===== src/rtl/yapay_zeka_hizlandiricisi_pkg.sv =====
// Shared YZH command codes and sequencer state encoding.
package yapay_zeka_hizlandiricisi_pkg;

  localparam logic [2:0] YZH_NOP   = 3'd0;
  localparam logic [2:0] YZH_LD_W  = 3'd1;
  localparam logic [2:0] YZH_CLR_W = 3'd2;
  localparam logic [2:0] YZH_LD_X  = 3'd3;
  localparam logic [2:0] YZH_CLR_X = 3'd4;
  localparam logic [2:0] YZH_RUN   = 3'd5;

  typedef enum logic [1:0] {
    IDLE   = 2'd0,
    CLEAR  = 2'd1,
    STREAM = 2'd2,
    DONE   = 2'd3
  } durum_t;

endpackage


===== src/rtl/yzh_tampon.sv =====
// Operand buffer: 1- or 2-word write with saturating fill count, clear, and
// combinational read by index. Contents are not reset; only the count is.
module yzh_tampon #(
  parameter int GENISLIK = 32,
  parameter int DERINLIK = 32,
  parameter int SW       = $clog2(DERINLIK + 1),
  parameter int AW       = $clog2(DERINLIK)
) (
  input  logic                clk,
  input  logic                rst_n,
  input  logic                yaz,
  input  logic                ikinci,
  input  logic [GENISLIK-1:0] veri1,
  input  logic [GENISLIK-1:0] veri2,
  input  logic                temizle,
  input  logic [AW-1:0]       okuma_idx,
  output logic [GENISLIK-1:0] oku,
  output logic [SW-1:0]       sayi
);

  localparam logic [SW:0]   TAVAN   = (SW + 1)'(DERINLIK);
  localparam logic [SW-1:0] DERIN_S = SW'(DERINLIK);

  logic [GENISLIK-1:0] mem [DERINLIK];
  logic [SW:0]         sayi_art;
  logic [SW-1:0]       idx1;

  assign sayi_art = {1'b0, sayi} + {{(SW - 1){1'b0}}, ikinci, ~ikinci};
  assign idx1     = sayi + SW'(1);
  assign oku      = mem[okuma_idx];

  always_ff @(posedge clk or negedge rst_n) begin
    if (!rst_n) begin
      sayi <= '0;
    end else if (temizle) begin
      sayi <= '0;
    end else if (yaz) begin
      sayi <= (sayi_art > TAVAN) ? TAVAN[SW-1:0] : sayi_art[SW-1:0];
    end
  end

  // Words landing at or past the end are silently dropped.
  always_ff @(posedge clk) begin
    if (yaz && !temizle) begin
      if (sayi < DERIN_S) mem[sayi[AW-1:0]] <= veri1;
      if (ikinci && (idx1 < DERIN_S)) mem[idx1[AW-1:0]] <= veri2;
    end
  end

endmodule


===== src/rtl/yapay_zeka_hizlandiricisi.sv =====
// YZH dot-product sequencer: loads W/X buffers and, on RUN, clears the external
// MAC then streams min(|W|,|X|) operand pairs; a stall freezes everything.
module yapay_zeka_hizlandiricisi
  import yapay_zeka_hizlandiricisi_pkg::*;
#(
  parameter int VERI_GENISLIK = 32,
  parameter int BUF_DERINLIK  = 32
) (
  input  logic                     clk_i,
  input  logic                     rst_i,
  input  logic                     ddb_durdur_i,
  input  logic [2:0]               kontrol_i,
  input  logic                     basla_i,
  input  logic                     rs2_en_i,
  input  logic [VERI_GENISLIK-1:0] deger1_i,
  input  logic [VERI_GENISLIK-1:0] deger2_i,
  output logic                     carpma_rst_o,
  output logic                     bitti_o,
  output logic [VERI_GENISLIK-1:0] carp_deger1_o,
  output logic [VERI_GENISLIK-1:0] carp_deger2_o
);

  localparam int SW = $clog2(BUF_DERINLIK + 1);
  localparam int AW = $clog2(BUF_DERINLIK);

  durum_t                   durum;
  logic [SW-1:0]            idx;
  logic [SW-1:0]            sayi_w;
  logic [SW-1:0]            sayi_x;
  logic [SW-1:0]            n;
  logic [VERI_GENISLIK-1:0] oku_w;
  logic [VERI_GENISLIK-1:0] oku_x;
  logic                     kabul;

  assign kabul = (durum == IDLE) && basla_i && !ddb_durdur_i;
  assign n     = (sayi_w < sayi_x) ? sayi_w : sayi_x;

  yzh_tampon #(.GENISLIK(VERI_GENISLIK), .DERINLIK(BUF_DERINLIK)) u_w (
    .clk       (clk_i),
    .rst_n     (rst_i),
    .yaz       (kabul && (kontrol_i == YZH_LD_W)),
    .ikinci    (rs2_en_i),
    .veri1     (deger1_i),
    .veri2     (deger2_i),
    .temizle   (kabul && (kontrol_i == YZH_CLR_W)),
    .okuma_idx (idx[AW-1:0]),
    .oku       (oku_w),
    .sayi      (sayi_w)
  );

  yzh_tampon #(.GENISLIK(VERI_GENISLIK), .DERINLIK(BUF_DERINLIK)) u_x (
    .clk       (clk_i),
    .rst_n     (rst_i),
    .yaz       (kabul && (kontrol_i == YZH_LD_X)),
    .ikinci    (rs2_en_i),
    .veri1     (deger1_i),
    .veri2     (deger2_i),
    .temizle   (kabul && (kontrol_i == YZH_CLR_X)),
    .okuma_idx (idx[AW-1:0]),
    .oku       (oku_x),
    .sayi      (sayi_x)
  );

  always_ff @(posedge clk_i or negedge rst_i) begin
    if (!rst_i) begin
      durum         <= IDLE;
      idx           <= '0;
      carpma_rst_o  <= 1'b0;
      bitti_o       <= 1'b0;
      carp_deger1_o <= '0;
      carp_deger2_o <= '0;
    end else if (!ddb_durdur_i) begin
      case (durum)
        IDLE: begin
          if (basla_i) begin
            if (kontrol_i == YZH_RUN) begin
              durum        <= CLEAR;
              carpma_rst_o <= 1'b1;
              idx          <= '0;
            end else begin
              durum   <= DONE;
              bitti_o <= 1'b1;
            end
          end
        end
        // CLEAR fetches pair 0 so STREAM cycle i shows W[i]/X[i].
        CLEAR, STREAM: begin
          carpma_rst_o <= 1'b0;
          if (idx == n) begin
            durum         <= DONE;
            bitti_o       <= 1'b1;
            carp_deger1_o <= '0;
            carp_deger2_o <= '0;
          end else begin
            durum         <= STREAM;
            carp_deger1_o <= oku_w;
            carp_deger2_o <= oku_x;
            idx           <= idx + SW'(1);
          end
        end
        DONE: begin
          bitti_o <= 1'b0;
          durum   <= IDLE;
        end
        default: durum <= IDLE;
      endcase
    end
  end

endmodule


===== config.mk =====
export PLATFORM = sky130hd
export DESIGN_NAME = yapay_zeka_hizlandiricisi
export DESIGN_NICKNAME = d
export VERILOG_FILES = /design/src/rtl/yapay_zeka_hizlandiricisi_pkg.sv /design/src/rtl/yzh_tampon.sv /design/src/rtl/yapay_zeka_hizlandiricisi.sv
export SDC_FILE = /design/constraint.sdc
export NUM_CORES = 2
export LEC_CHECK = 0
export CORE_ASPECT_RATIO = 1.4
export CORE_MARGIN = 1
export CORE_UTILIZATION = 64
export DETAILED_ROUTE_END_ITERATION = 12
export PLACE_DENSITY = 0.91
export SYNTH_ARGS = -nofsm -noshare
export SYNTH_HDL_FRONTEND = slang
export SYNTH_SLANG_ARGS = --single-unit

===== constraint.sdc =====
create_clock -name clk_i -period 5.6 [get_ports clk_i]
set_clock_uncertainty 0.2 [all_clocks]
set_input_delay 1.12 -clock clk_i [delete_from_list [all_inputs] [get_ports clk_i]]
set_output_delay 1.12 -clock clk_i [all_outputs]
set_load 0.03 [all_outputs]

==> results <==
- The flow ran to the end, and the final reports show no timing, DRC or antenna violations.
- Counting along the longest clock path gives a buffer depth of 3.
- The sequential element share of the synthesized area is 58.6%.
- After global routing, the most crowded layer is met2.
- CTS saw around 2100 sinks.
- The worst setup path is captured at a flop.
- The maximum ir drop on the vdd rail is about 0.00040 V.
- For this design, the CTS-stage hold fixing added 0 buffers.
- The residual antenna-violating net count after detailed routing is 0.
- The worst flop-to-flop path endpoint is u_w.mem[5][12].
- The number of setup buffers added after CTS is 0.
- The final-layout setup total negative slack is 0 ns.
- The part of the total power dissipated in the clock network is a little under a third.
- Setup repair after global routing left no endpoint under its margin.
- Power spread over the standard cell area amounts to approximately 360 nW/um2.
- The total nets after synthesis is approximately 6400.
- Setup violations remaining at the end of the flow were counted as 0.
- Per report_power, the combinational group accounts for about a quarter of the total.
- The number of clock buffers inserted by TritonCTS is between 150 and 200.
- The startpoint class of the critical path is a primary input.
- The maximum fanout along the worst path is 32.
- The post-synthesis area per instance is 17.3 um2.
- The tightest hold margin is between 0.08 and 0.09 ns.
- The cell at the root of the clock tree is clkbuf_16.
- For this run, global-route usage on met3 was measured as under 10%.
- The die covers around 170000 um2.
- The placer congestion estimate is between 0.8 and 0.9.
- Measured along the x axis, the die boundary spans about 350 um.
- The area of the core region is about 170000 um2.
- The data required time at the worst endpoint is approximately 6 ns.
- The number of maximum-capacitance constraint violations is 0.
- The H-tree depth reported by CTS is 4.
- The initialized floorplan defines roughly 180 standard-cell rows.
- The final critical path takes up around three quarters of the cycle.
- The detailed-route DRC error count is 0.
- Yosys mapped a number of flops with a built-in enable equal to slightly above 2000.
- The sequential cell fraction of total power is a little over two fifths.
- Entering global routing, the biggest net connects slightly above 100 pins.
- The number of global-route vias before repair is roughly 63000.
- The initial detailed-routing violation count is between 7000 and 8000.
- The internal power component is ~30000 uW.
- The number of distinct library cell variants in the gate-level netlist after synthesis is 66.
- The effective utilization at floorplan is roughly 65%.
- After layout, the minimum clock period comes to around 4.3 ns.
- In this run the tightest slew margin relative to its limit is between 10% and 20%.
- The most used flip-flop cell after synthesis is edfxtp_1.
- For this run, the share of the core covered by cells in the final layout is a little over two thirds.
- The number of antenna violations at the first check in global routing is 7.
- The final layout contains routed wiring with a total length of 280000 um.
- Measured along the y axis, the die boundary spans about 490 um.
- Net switching is about 29% of the power.
- The clock slew seen by the registers of the worst setup and hold paths is roughly 0.070 ns.
- 138 I/O pins were placed.
- Cells with a size suffix above 1 make up about half of the layout.
- The hold violation count in the final report is 0.
- The worst setup path is of the in2reg kind.
- The layout overhead on the synthesized area is 8.71%.
- At the pin with the least slew margin, the transition time is 1.33 ns.
- For this block, the via count after detailed routing is 60900.
- Detailed placement ended at an HPWL of 163000 um.
- Summing every instance area after synthesis gives 109000 um2.
- The worst endpoint data arrival time is 4.67 ns.
- The total global routing track utilization is between 30% and 40%.
- For this run, the detailed router's first-pass iteration total came to 8.
- The minimum setup slack among reg-to-reg paths is between 1 and 1.5 ns.
- The fraction of registers with async set/reset is 4.03%.
- During synthesis, Yosys emitted a total of 0 warnings.
- The global-route congestion overflow total is 0.
- The worst min-delay path category is in2async.
- The worst reg2reg path depth is 11.
- The count of input and output buffers is approximately 140.
- The switching power is ~12000 uW.
- The final count of pins violating max slew is 0.
- In the final routed layout, each cell accounts on average for 33.4 um.
- The final-stage net count is just over 6000.
- In the routed layout, each cell is associated on average with a via count of approximately 7.3.
- The number of gates resized after CTS is 0.
- Counting flops and latches in the post-synthesis netlist gives between 2000 and 2500.
- Derived from the worst setup path, the maximum achievable clock frequency is ~230 MHz.
- The total chip power is around 42000 uW.
- The clock tree from TritonCTS is done.
- The leakage power is around 0.038 uW.
- The start of the worst register-to-register path is durum[1].
- The met2 routing resource usage after global routing is a little under three fifths.
- The number of instances in the synthesized netlist is between 6000 and 7000.
- The met1 usage is 40.8%.
- The wire length of the first global-routing pass is ~420000 um.
- The insertion delay of the later-clocked pin in the worst-skew pair is about 0.86 ns.
## Yosys cell counts (all sizes together), types with 2 or more instances
| library cell | instances | area share (%) |
|---|---|---|
| ha | 12 | 0.14 |
| nor2b | 12 | 0.069 |
| xor2 | 8 | 0.065 |
| nor3 | 8 | 0.041 |
| a211oi | 3 | 0.021 |
| mux2 | 2050 | 21 |
| o21bai | 10 | 0.069 |
| nand4 | 4 | 0.023 |
| nand3 | 23 | 0.11 |
| a21oi | 15 | 0.069 |
| o31ai | 65 | 0.45 |
| and2 | 10 | 0.058 |
| nor4 | 12 | 0.16 |
| nand2b | 10 | 0.058 |
| or3 | 4 | 0.023 |
| and4 | 2 | 0.016 |
| dfrtp | 86 | 2.0 |
| edfxtp | 2048 | 57 |
| inv | 18 | 0.062 |
| a22o | 4 | 0.032 |
| a21o | 2 | 0.014 |
| nor2 | 53 | 0.26 |
| nand2 | 144 | 0.50 |
| xnor2 | 5 | 0.047 |
| fa | 2 | 0.037 |
| o21ai | 52 | 0.24 |
| buf | 350 | 1.5 |
| mux2i | 68 | 0.63 |
| o211ai | 2 | 0.014 |
| or2 | 6 | 0.035 |
| o22ai | 24 | 0.14 |
| mux4 | 640 | 13 |
| clkbuf | 498 | 1.7 |
## cell type report
type                            instances  area, um2
Tap cell                             2250       2820
Clock buffer                          263       5320
Clock inverter                         98        831
Fill cell                            9576      50100
Antenna cell                            2       5.00
Multi-Input combinational cell       3267      42300
Sequential cell                      2134      63700
Inverter                               19       81.3
Timing Repair Buffer                  344       3040
## layer usage
metal  part of all wire [%]  up-vias
met3                    9.3      975
li1                       -    24300
met4                    5.6        4
met1                     34    31600
met2                     51     4053
met5                 0.0089        -
## registers in the layout, indices dropped and copies added, names as in the netlist
name	count
carpma_rst_o	1
u_w.sayi	6
idx	6
carp_deger2_o	32
u_x.mem	1024
u_w.mem	1024
u_x.sayi	6
durum	2
bitti_o	1
carp_deger1_o	32
## worst max-delay path: stages
cell             delay (ns)
clkdlybuf4s50_1        0.57
nor3_2                 0.29
and2_1                 0.42
and2b_2                0.29
nand2_1                0.10
or2_1                  0.68
nor2_4                 0.26
buf_4                  0.46
mux2_2                 0.41
## how the worst max path moves through the flow
stage / from / end / cells after the start
6_report: ddb_durdur_i / u_w.mem[5][12] / 9
5_1_grt: ddb_durdur_i / u_w.mem[5][12] / 9
4_1_cts: ddb_durdur_i / u_w.mem[5][12] / 9
3_5_place_dp: ddb_durdur_i / u_w.mem[5][12] / 9
3_3_place_gp: ddb_durdur_i / u_w.mem[9][0] / 9
2_1_floorplan: ddb_durdur_i / u_w.mem[24][0] / 8
## logic make-up after synthesis
logic type      count (synthesis)  synth area share [%]
buf+inv                       867                  3.33
fa+ha+maj                      14                 0.175
mux                          2758                  35.2
flops                        2134                  58.6
simple gates                  292                  1.38
compound gates                190                  1.15
xor+xnor                       13                 0.112
## power groups by stage
stage	clock, uW	combinational, uW	sequential, uW
finish	13200	10700	18200
global route	13800	11300	18200
CTS	13200	10700	18200
detailed placement	0	10600	18500
global placement	0	10400	18500
floorplan	0	7080	18700
## per-stage QoR
stage | std cells | cell area (um2) | worst slack, ns
floorplan | 6268 | 109000 | 0.297
global placement | 8014 | 112000 | 0.685
detailed placement | 8014 | 112000 | 0.594
CTS | 8375 | 118000 | 1.45
global route | 8376 | 118000 | 1.20
finish | 8377 | 118000 | 1.33
## cell usage in the layout, fill, tap and decap left out, types with 43 or more instances in the layout
cell and instances:
dfrtp_1 83, clkdlybuf4s50_1 72, clkbuf_1 55, buf_2 64
o31ai_1 65, nand2_1 114, mux2_1 381, edfxtp_1 2048
clkinv_1 43, buf_4 173, clkbuf_16 200, mux4_2 640
mux2i_1 68, mux2_2 1650
(Power assumes the default switching activity.)
